[src/rtl/mult_pkg.sv]
// Shared definitions for the multiplier family: default operand width and
// the common arbiter FSM state encoding.
package mult_pkg;

  localparam int unsigned MULT_WIDTH = 32;

  typedef enum logic [1:0] {
    ST_IDLE = 2'd0,
    ST_RUN  = 2'd1,
    ST_DONE = 2'd2
  } mult_state_e;

endpackage

[src/rtl/shift_add_core.sv]
// Radix-2 shift-add signed multiplier core: latches operand magnitudes on
// i_start, runs one multiplier bit per cycle, pulses o_done with the result.
module shift_add_core
  import mult_pkg::*;
#(
  parameter int unsigned WIDTH = MULT_WIDTH
) (
  input  logic               clk,
  input  logic               rst_n,
  input  logic               i_start,
  input  logic [WIDTH-1:0]   i_a,
  input  logic [WIDTH-1:0]   i_b,
  output logic               o_done,
  output logic [2*WIDTH-1:0] o_result
);

  localparam int unsigned CW = $clog2(WIDTH + 1);

  logic [WIDTH-1:0]   w_a_mag;
  logic [WIDTH-1:0]   w_b_mag;
  logic [2*WIDTH-1:0] w_acc_next;
  logic               w_last;
  logic [2*WIDTH-1:0] r_mcand;
  logic [2*WIDTH-1:0] r_acc;
  logic [2*WIDTH-1:0] r_result;
  logic [WIDTH-1:0]   r_mplier;
  logic [CW-1:0]      r_cnt;
  logic               r_neg;
  logic               r_run;
  logic               r_done;

  // Negating the most negative value yields 2^(WIDTH-1), exact as unsigned.
  always_comb begin
    w_a_mag    = i_a[WIDTH-1] ? -i_a : i_a;
    w_b_mag    = i_b[WIDTH-1] ? -i_b : i_b;
    w_acc_next = r_mplier[0] ? (r_acc + r_mcand) : r_acc;
    w_last     = (r_cnt == CW'(WIDTH - 1));
  end

  always_ff @(posedge clk or negedge rst_n) begin
    if (!rst_n) begin
      r_mcand  <= '0;
      r_acc    <= '0;
      r_result <= '0;
      r_mplier <= '0;
      r_cnt    <= '0;
      r_neg    <= 1'b0;
      r_run    <= 1'b0;
      r_done   <= 1'b0;
    end else if (i_start) begin
      r_mcand  <= {{WIDTH{1'b0}}, w_a_mag};
      r_mplier <= w_b_mag;
      r_acc    <= '0;
      r_cnt    <= '0;
      r_neg    <= i_a[WIDTH-1] ^ i_b[WIDTH-1];
      r_run    <= 1'b1;
      r_done   <= 1'b0;
    end else if (r_run) begin
      r_acc    <= w_acc_next;
      r_mcand  <= r_mcand << 1;
      r_mplier <= r_mplier >> 1;
      r_cnt    <= r_cnt + CW'(1);
      if (w_last) begin
        r_run    <= 1'b0;
        r_done   <= 1'b1;
        r_result <= r_neg ? -w_acc_next : w_acc_next;
      end
    end else begin
      r_done <= 1'b0;
    end
  end

  assign o_done   = r_done;
  assign o_result = r_result;

endmodule

[src/rtl/mult_share_arbiter.sv]
// Two-requester front end sharing one shift-add multiplier: round-robin
// grant, operand/response steering and the IDLE/RUN/DONE sequencing FSM.
module mult_share_arbiter
  import mult_pkg::*;
#(
  parameter int unsigned WIDTH = MULT_WIDTH
) (
  input  logic               clk,
  input  logic               rst_n,
  input  logic               req0_valid,
  output logic               req0_ready,
  input  logic [WIDTH-1:0]   req0_a,
  input  logic [WIDTH-1:0]   req0_b,
  input  logic               req1_valid,
  output logic               req1_ready,
  input  logic [WIDTH-1:0]   req1_a,
  input  logic [WIDTH-1:0]   req1_b,
  output logic               rsp0_valid,
  input  logic               rsp0_ready,
  output logic [2*WIDTH-1:0] rsp0_result,
  output logic               rsp1_valid,
  input  logic               rsp1_ready,
  output logic [2*WIDTH-1:0] rsp1_result,
  output logic               busy,
  output logic               owner
);

  mult_state_e        r_state;
  mult_state_e        w_next;
  logic               r_last;
  logic               r_owner;
  logic               w_any;
  logic               w_grant;
  logic               w_accept;
  logic [WIDTH-1:0]   w_op_a;
  logic [WIDTH-1:0]   w_op_b;
  logic               w_core_done;
  logic [2*WIDTH-1:0] w_core_result;

  shift_add_core #(
    .WIDTH(WIDTH)
  ) u_core (
    .clk     (clk),
    .rst_n   (rst_n),
    .i_start (w_accept),
    .i_a     (w_op_a),
    .i_b     (w_op_b),
    .o_done  (w_core_done),
    .o_result(w_core_result)
  );

  // rst_n gates ready so nothing looks accepted while reset is held.
  always_comb begin
    w_any    = req0_valid | req1_valid;
    w_grant  = (req0_valid & req1_valid) ? ~r_last : req1_valid;
    w_accept = (r_state == ST_IDLE) & w_any & rst_n;
    w_op_a   = w_grant ? req1_a : req0_a;
    w_op_b   = w_grant ? req1_b : req0_b;
    w_next   = r_state;
    case (r_state)
      ST_IDLE: if (w_accept) w_next = ST_RUN;
      ST_RUN:  if (w_core_done) w_next = ST_DONE;
      ST_DONE: if (r_owner ? rsp1_ready : rsp0_ready) w_next = ST_IDLE;
      default: w_next = ST_IDLE;
    endcase
    req0_ready  = w_accept & ~w_grant;
    req1_ready  = w_accept & w_grant;
    rsp0_valid  = (r_state == ST_DONE) & ~r_owner;
    rsp1_valid  = (r_state == ST_DONE) & r_owner;
    rsp0_result = rsp0_valid ? w_core_result : '0;
    rsp1_result = rsp1_valid ? w_core_result : '0;
    busy        = (r_state != ST_IDLE);
    owner       = r_owner;
  end

  always_ff @(posedge clk or negedge rst_n) begin
    if (!rst_n) begin
      r_state <= ST_IDLE;
      r_last  <= 1'b1;
      r_owner <= 1'b0;
    end else begin
      r_state <= w_next;
      if (w_accept) begin
        r_owner <= w_grant;
        r_last  <= w_grant;
      end
    end
  end

endmodule

[config.mk]
export PLATFORM = sky130hd
export DESIGN_NAME = mult_share_arbiter
export DESIGN_NICKNAME = d
export VERILOG_FILES = /design/src/rtl/mult_pkg.sv /design/src/rtl/shift_add_core.sv /design/src/rtl/mult_share_arbiter.sv
export SDC_FILE = /design/constraint.sdc
export NUM_CORES = 1
export LEC_CHECK = 0
export BUFFER_PORTS_ARGS = -buffer_cell sky130_fd_sc_hd__buf_2
export CORE_UTILIZATION = 55
export DETAILED_ROUTE_END_ITERATION = 6
export GPL_TIMING_DRIVEN = 1
export PLACE_DENSITY = 0.79
export SYNTH_ARGS = -nofsm -noshare
export SYNTH_HDL_FRONTEND = slang
export SYNTH_SLANG_ARGS = --single-unit
[constraint.sdc]
create_clock -name clk -period 6.35 [get_ports clk]
set_input_delay 1.27 -clock clk [delete_from_list [all_inputs] [get_ports clk]]
set_output_delay 1.27 -clock clk [all_outputs]
set_load 0.01 [all_outputs]
# Yosys cells after proc, flatten, opt, wreduce, memory -nomap -nowiden
# Index checks and enable logic that the tools add are counted.
# classes
n_addsub	5
multipliers	0
div_mod_pow	0
n_lt_le_gt_ge	0
eq_ne	7
shift	0
mux	28
n_bitwise	13
n_reduce_logical	5
# ops
op	count
2-to-1 mux 64 bit	8
2-to-1 mux 32 bit	6
adder 64 bit	1
negator 32 bit	2
negator 64 bit	1
2-to-1 mux 6 bit	2
2-to-1 mux 1 bit	8
AND 1 bit	7
adder 6 x 1 -> 6 bit, second input constant	1
equality test 6 x 5 -> 1 bit, second input constant	1
2-to-1 mux 2 bit	3
one-hot mux 2 bit (3 select lines)	1
AND reduction 3 bit	2
!= test 2 x 1 -> 1 bit, second input constant	2
inverter 1 bit	4
nonzero test 2 bit	2
!= test 3 x 1 -> 1 bit, second input constant	1
equality test 2 x 1 -> 1 bit, second input constant	1
equality test 2 bit, second input constant	1
zero test 2 bit	1
!= test 2 bit, second input constant	1
OR 1 bit	1
bitwise XOR 1 bit	1
# word_totals
register_bits	237
latch_bits	0
ram_bits	0
rom_bits	0
in_bits	134
out_inout_bits	134
elab_cells	69
memories	0

# Longest topological paths before layout
# depth
word_depth	6
depth_mapped	20
ltp_nobuf	15

# Cells and area by module
# Synthesis repeated with hierarchy kept, for this count alone.
# unflattened
hier_cells	2342
hier_area_um2	19423.6
# by_module_without_submodules
mod	n_inst	cells_per_inst	area_per_inst_um2	seq_area_each_um2
shift_add_core	1	2107	17539.3	5830.6
mult_share_arbiter	1	235	1884.3	101.3

# Worst setup path before layout
# Ideal clock, no wire load.
# synth_path
kind	input to register
start	in req1_valid
end	reg u_core.r_mcand[28]
setup_time_ns	0.083
arrival_ns	5.119
required_ns	6.267
setup_slack_ns	1.149
cell_stages	19
n_path_buf	7
path_cell_list	a21bo_2 -> buf_2 -> buf_2 -> buf_2 -> buf_2 -> buf_1 -> buf_2 -> buf_2 -> mux2i_1 -> ha_1 -> nor4b_1 -> and2_1 -> nand2_1 -> nor2_1 -> nand2_1 -> o21ai_0 -> xor2_1 -> nand2_1 -> o21ai_0
# synth_between
elab_chain_len	6
elab_cells_between_ends	10
cone_classes	1 x add/sub; 4 x mux; 4 x bitwise; 1 x reduce/logical
# synth_lines
element	line	text
start, declared	mult_share_arbiter.sv:14	input logic req1_valid,
AND 1 bit	mult_share_arbiter.sv:55	w_grant = (req0_valid & req1_valid) ? ~r_last : req1_valid;
2-to-1 mux 1 bit	mult_share_arbiter.sv:55	
2-to-1 mux 32 bit	mult_share_arbiter.sv:57	w_op_a = w_grant ? req1_a : req0_a;
negator 32 bit	shift_add_core.sv:34	w_a_mag = i_a[WIDTH-1] ? -i_a : i_a;
2-to-1 mux 32 bit	shift_add_core.sv:34	
2-to-1 mux 64 bit	shift_add_core.sv:50	end else if (i_start) begin
end signal, assigned	shift_add_core.sv:51	r_mcand <= {{WIDTH{1'b0}}, w_a_mag};
end signal, assigned	shift_add_core.sv:60	r_mcand <= r_mcand << 1;
end, declared	shift_add_core.sv:23	logic [2*WIDTH-1:0] r_mcand;
# Several ways; a longest one is shown, not always the timed one.
# A chain may end at the register's enable or synchronous reset.

# Final worst setup path
# layout_path
start	reg u_core.r_acc[2]
end	reg u_core.r_result[56] (netlist: u_core.o_result[56])
# layout_between
elab_chain_len	4
# layout_lines
element	line	text
start, declared	shift_add_core.sv:24	logic [2*WIDTH-1:0] r_acc;
start signal, assigned	shift_add_core.sv:59	r_acc <= w_acc_next;
adder 64 bit	shift_add_core.sv:36	w_acc_next = r_mplier[0] ? (r_acc + r_mcand) : r_acc;
2-to-1 mux 64 bit (*)	shift_add_core.sv:36	
negator 64 bit	shift_add_core.sv:66	r_result <= r_neg ? -w_acc_next : w_acc_next;
2-to-1 mux 64 bit (*)	shift_add_core.sv:66	
end signal, assigned	shift_add_core.sv:66	
end, declared	shift_add_core.sv:25	logic [2*WIDTH-1:0] r_result;
# Mark *: on every way between the ends. The rest lies on a longest branch, timed or not.

==> results.py <==
metrics = {
    "status": {
        "result_of_the_run": "finished, violations left",
        "failed_checks": "DRC",
    },
    "floorplan": {
        "top_level_ports": 268,
        "die_area_sq_um": 37300,
        "rows": 69,
        "initial_core_util_pct": 56.2,
        "core-area_sq_um": 35700,
        "die_width_um": 193,
        "vertical_die_dimension_um": 193,
    },
    "logic_synthesis": {
        "seq_area_frac_synth_pct": 29.5,
        "ys_top_cells_by_area": "sky130_fd_sc_hd__dfrtp_1 29%, sky130_fd_sc_hd__mux2i_1 9.0%, sky130_fd_sc_hd__o21ai_0 5.6%, sky130_fd_sc_hd__nand2_1 5.4%, sky130_fd_sc_hd__and2_1 4.5%",
        "async_flop_share_pct": 100,
        "syn_area_per_cell_sq_um": 8.03,
        "synth_top_family_by_area": "simple AND/OR/NAND/NOR gates",
        "yosys_register_bits": 237,
        "post_synth_mux_area_share_pct": 9.31,
        "postSynthNetCount": 2702,
        "synth_top_flop_cell": "sky130_fd_sc_hd__dfrtp_1",
        "synth_simple_gate_area_share_pct": 23.8,
        "ys_types": 99,
        "post_synth_fa_ha_maj_area_fraction_pct": 4.28,
        "yosys.area.top_type": "sky130_fd_sc_hd__dfrtp_1",
        "post_synth_instance_area_sq_um": 20100,
        "post-synth-top-area-fraction_pct": 29.4,
        "yosys_warnings": 0,
        "post_synth_xor_area_fraction_pct": 6.01,
        "fraction_of_the_mapped_netlist_area_in_compound_gates_pct": 22.8,
        "synth_cells": 2500,
        "synth-edff-count": 0,
    },
    "clock_network": {
        "maximum_clock_path_buffer_count": 3,
        "postCtsHoldBufs": 0,
        "h-tree-depth": 1,
        "postCtsSetupBuffers": 0,
        "cts.clk_slew.worst_paths_ns": 0.06,
        "cts.repair.resized": 0,
        "cts_buffers": 27,
        "clock_latency_ns": 0.57,
        "cts_root_buffer": "sky130_fd_sc_hd__clkbuf_16",
        "cts.sink_count": 237,
        "clock_tree_from_tritoncts": "yes",
    },
    "pwr": {
        "power_density_nw_per_um2": 492,
        "power_mw": 11.0,
        "power.leakage_nw": 10.6,
        "largest_voltage_drop_on_the_vdd_net_v": 0.000301,
    },
    "global_route": {
        "grt.total_usage_pct": 33.2,
        "grt_first_pass_wirelength_um": 97100,
        "gr-usage-met2_pct": 48.7,
        "grt_antenna_before_repair": 0,
        "pin_count_of_the_biggest_net_entering_global_routing": 147,
        "grt.met3_usage_pct": 5.74,
        "grt_busiest_layer": "met2",
        "grt_use_met1_pct": 48.7,
        "gr-total-overflow": 0,
        "number_of_global_route_vias_before_repair": 18000,
    },
    "detailed_routing": {
        "wl_um": 62600,
        "detail_route.drc_violations": 25,
        "detail_route.first_pass.iterations": 7,
        "num_vias": 19600,
        "routed_len_inst_um": 20.1,
        "initial_drt_markers": 1829,
        "routed_via_count_divided_by_cell_count": 6.29,
        "final_antenna_net_count": 0,
    },
    "hold_path": {
        "hold_class": "reg -> reg",
    },
    "critical_path": {
        "critPathSlowestCell": "sky130_fd_sc_hd__a2111oi_0",
        "cell_breakdown_of_the_critical_path": "ha_1 > a21oi_2 > a211o_1 > a21oi_1 > o21ai_0 > a2111oi_0 > nor4_1 > o31ai_1 > and4bb_2 > nand2_1 > o21ai_0 > xnor2_1 > o21ai_0",
        "timing_worst_setup_path_type": "reg -> reg",
        "cp-end-kind": "register",
        "worstPathBufferInverterCount": 0,
        "critical_path.startpoint_type": "register",
        "crit_path_max_incr_delay_ns": 1.12,
        "critPathTopFamily": "compound AO/OA/AOI/OAI gates",
        "worst_path_most_repeated_cell": "sky130_fd_sc_hd__o21ai_0",
        "crit_fanout": 5,
        "critPathRequiredTime_ns": 6.76,
        "cp.arrival_ns": 5.44,
    },
    "timing": {
        "worst_slew_pin_slew_ns": 1.23,
        "rsz_0062_raised_after_global_routing": "no",
        "final-max-slew-violation-count": 0,
        "max_freq_ghz": 0.199,
        "timing.slew.headroom_pct": 15.8,
        "totalNegativeSetupSlack_ns": 0,
        "finClkSkew_ns": 0.0406,
        "setup_viol": 0,
        "finalCriticalPeriod_ns": 5.03,
        "final_min_period_over_clock_period_pct": 79.2,
        "hold_viol": 0,
    },
    "final_layout": {
        "final_layout_size_suffix_gt1_share_pct": 14.8,
        "filler_cell_count": 3191,
        "num_antenna_cells": 0,
        "area_delta_synth_final_pct": 11.4,
        "area.sequential_sq_um": 5940,
        "layout.nets": 2842,
        "area_of_the_multi_input_gates_sq_um": 13300,
    },
    "placed_design": {
        "port-buffer-count": 267,
        "hpwlAfterDp_um": 48100,
        "place_congestion": 1.01,
    },
    "run": {
        "number_of_maximum_capacitance_constraint_violations": 0,
    },
}
## path summary, 6_finish.rpt
check	start	endpoint	slack [ns]	depth (start not counted)
max	u_core.r_acc[2]	u_core.o_result[56]	1.32	13
min	u_core.o_result[29]	u_core.o_result[29]	0.48	2
max reg2reg	u_core.r_acc[2]	u_core.o_result[56]	1.32	13
min reg2reg	u_core.o_result[29]	u_core.o_result[29]	0.48	2
max in group asynchronous	rst_n	u_core.o_result[9]	4.26	2
min in group asynchronous	rst_n	u_core.r_acc[60]	0.69	1
## synthesized netlist by cell type, types with 64 or more instances
library cell	number
sky130_fd_sc_hd__nor2_1	217
sky130_fd_sc_hd__mux2i_1	180
sky130_fd_sc_hd__ha_1	67
sky130_fd_sc_hd__nor3_1	64
sky130_fd_sc_hd__a21oi_1	140
sky130_fd_sc_hd__o21ai_0	223
sky130_fd_sc_hd__clkbuf_1	105
sky130_fd_sc_hd__and2_1	146
sky130_fd_sc_hd__dfrtp_1	236
sky130_fd_sc_hd__nand2_1	288
sky130_fd_sc_hd__a211oi_1	66
sky130_fd_sc_hd__xnor2_1	88
## placed cells by master, fill, tap and decap left out, types with 31 or more instances in the layout
cell,instances
sky130_fd_sc_hd__inv_1,36
sky130_fd_sc_hd__nor3_1,64
sky130_fd_sc_hd__o21ai_0,223
sky130_fd_sc_hd__nand3_1,51
sky130_fd_sc_hd__and2_1,146
sky130_fd_sc_hd__xnor2_1,88
sky130_fd_sc_hd__mux2i_1,180
sky130_fd_sc_hd__xor2_1,47
sky130_fd_sc_hd__nand2_1,288
sky130_fd_sc_hd__nor2_1,215
sky130_fd_sc_hd__dfrtp_1,234
sky130_fd_sc_hd__a31oi_1,31
sky130_fd_sc_hd__ha_1,67
sky130_fd_sc_hd__nand4_1,56
sky130_fd_sc_hd__a21oi_1,140
sky130_fd_sc_hd__buf_2,266
sky130_fd_sc_hd__a211oi_1,66
## metal layers
| layer | wire [um] | up-vias |
|---|---|---|
| li1 | - | 9366 |
| met3 | 6150 | 131 |
| met4 | 2120 | 0 |
| met1 | 28500 | 9156 |
| met5 | 0 | - |
| met2 | 25900 | 980 |
## sequential cells by signal (all words and copies together) (netlist names)
| register | count |
|---|---|
| r_state | 2 |
| u_core.o_done | 1 |
| u_core.o_result | 64 |
| u_core.r_mplier | 32 |
| u_core.r_mcand | 64 |
| u_core.r_neg | 1 |
| u_core.r_cnt | 6 |
| u_core.r_run | 1 |
| u_core.r_acc | 64 |
| r_last | 1 |
| owner | 1 |
## worst reg2reg max path: stages (launching register included)
cell and delay (ns):
sky130_fd_sc_hd__dfrtp_1 0.41, sky130_fd_sc_hd__ha_1 0.41, sky130_fd_sc_hd__a21oi_2 0.12, sky130_fd_sc_hd__a211o_1 0.32
sky130_fd_sc_hd__a21oi_1 0.38, sky130_fd_sc_hd__o21ai_0 0.31, sky130_fd_sc_hd__a2111oi_0 1.12, sky130_fd_sc_hd__nor4_1 0.14
sky130_fd_sc_hd__o31ai_1 0.76, sky130_fd_sc_hd__and4bb_2 0.33, sky130_fd_sc_hd__nand2_1 0.14, sky130_fd_sc_hd__o21ai_0 0.15
sky130_fd_sc_hd__xnor2_1 0.23, sky130_fd_sc_hd__o21ai_0 0.09
## cells by family (layout without fill, tap and decap cells)
| logic type | after synthesis | after routing |
|---|---|---|
| fa+ha+maj | 68 | 68 |
| flops | 237 | 237 |
| xor+xnor | 136 | 136 |
| simple gates | 956 | 956 |
| compound gates | 707 | 707 |
| mux | 186 | 186 |
| buf+inv | 210 | 369 |
## report_power, final
part / leakage, nW / switching (mW) / internal (mW)
Sequential: 3.11 / 0.632 / 2.08
Combinational: 7.06 / 4.31 / 2.40
Clock: 0.427 / 0.660 / 0.905
Total: 10.6 / 5.60 / 5.39
## area by class of cell
cell class	instances	area share, %
clock inverters	10	0.453
repair buffers	284	6.70
inverters	37	0.621
well taps	461	2.58
clock buffers	38	3.52
flip-flops and latches	237	26.6
multi-input cells	2053	59.6
## stage by stage
| stage | util, % | instance area, sq um | hold WS (ns) | setup WS, ns | cells |
|---|---|---|---|---|---|
| final | 62.6 | 22400 | 0.485 | 1.32 | 3120 |
| after detailed placement | 60.1 | 21500 | 0.475 | 1.54 | 3072 |
| after CTS | 62.6 | 22400 | 0.488 | 1.54 | 3120 |
| after global routing | 62.6 | 22400 | 0.505 | 1.15 | 3120 |
| after floorplan | - | 20100 | 0.444 | 1.15 | 2500 |
| after global placement | 60.1 | 21500 | 0.457 | 1.63 | 3072 |
No activity file was read; power rests on OpenSTA's default activity.
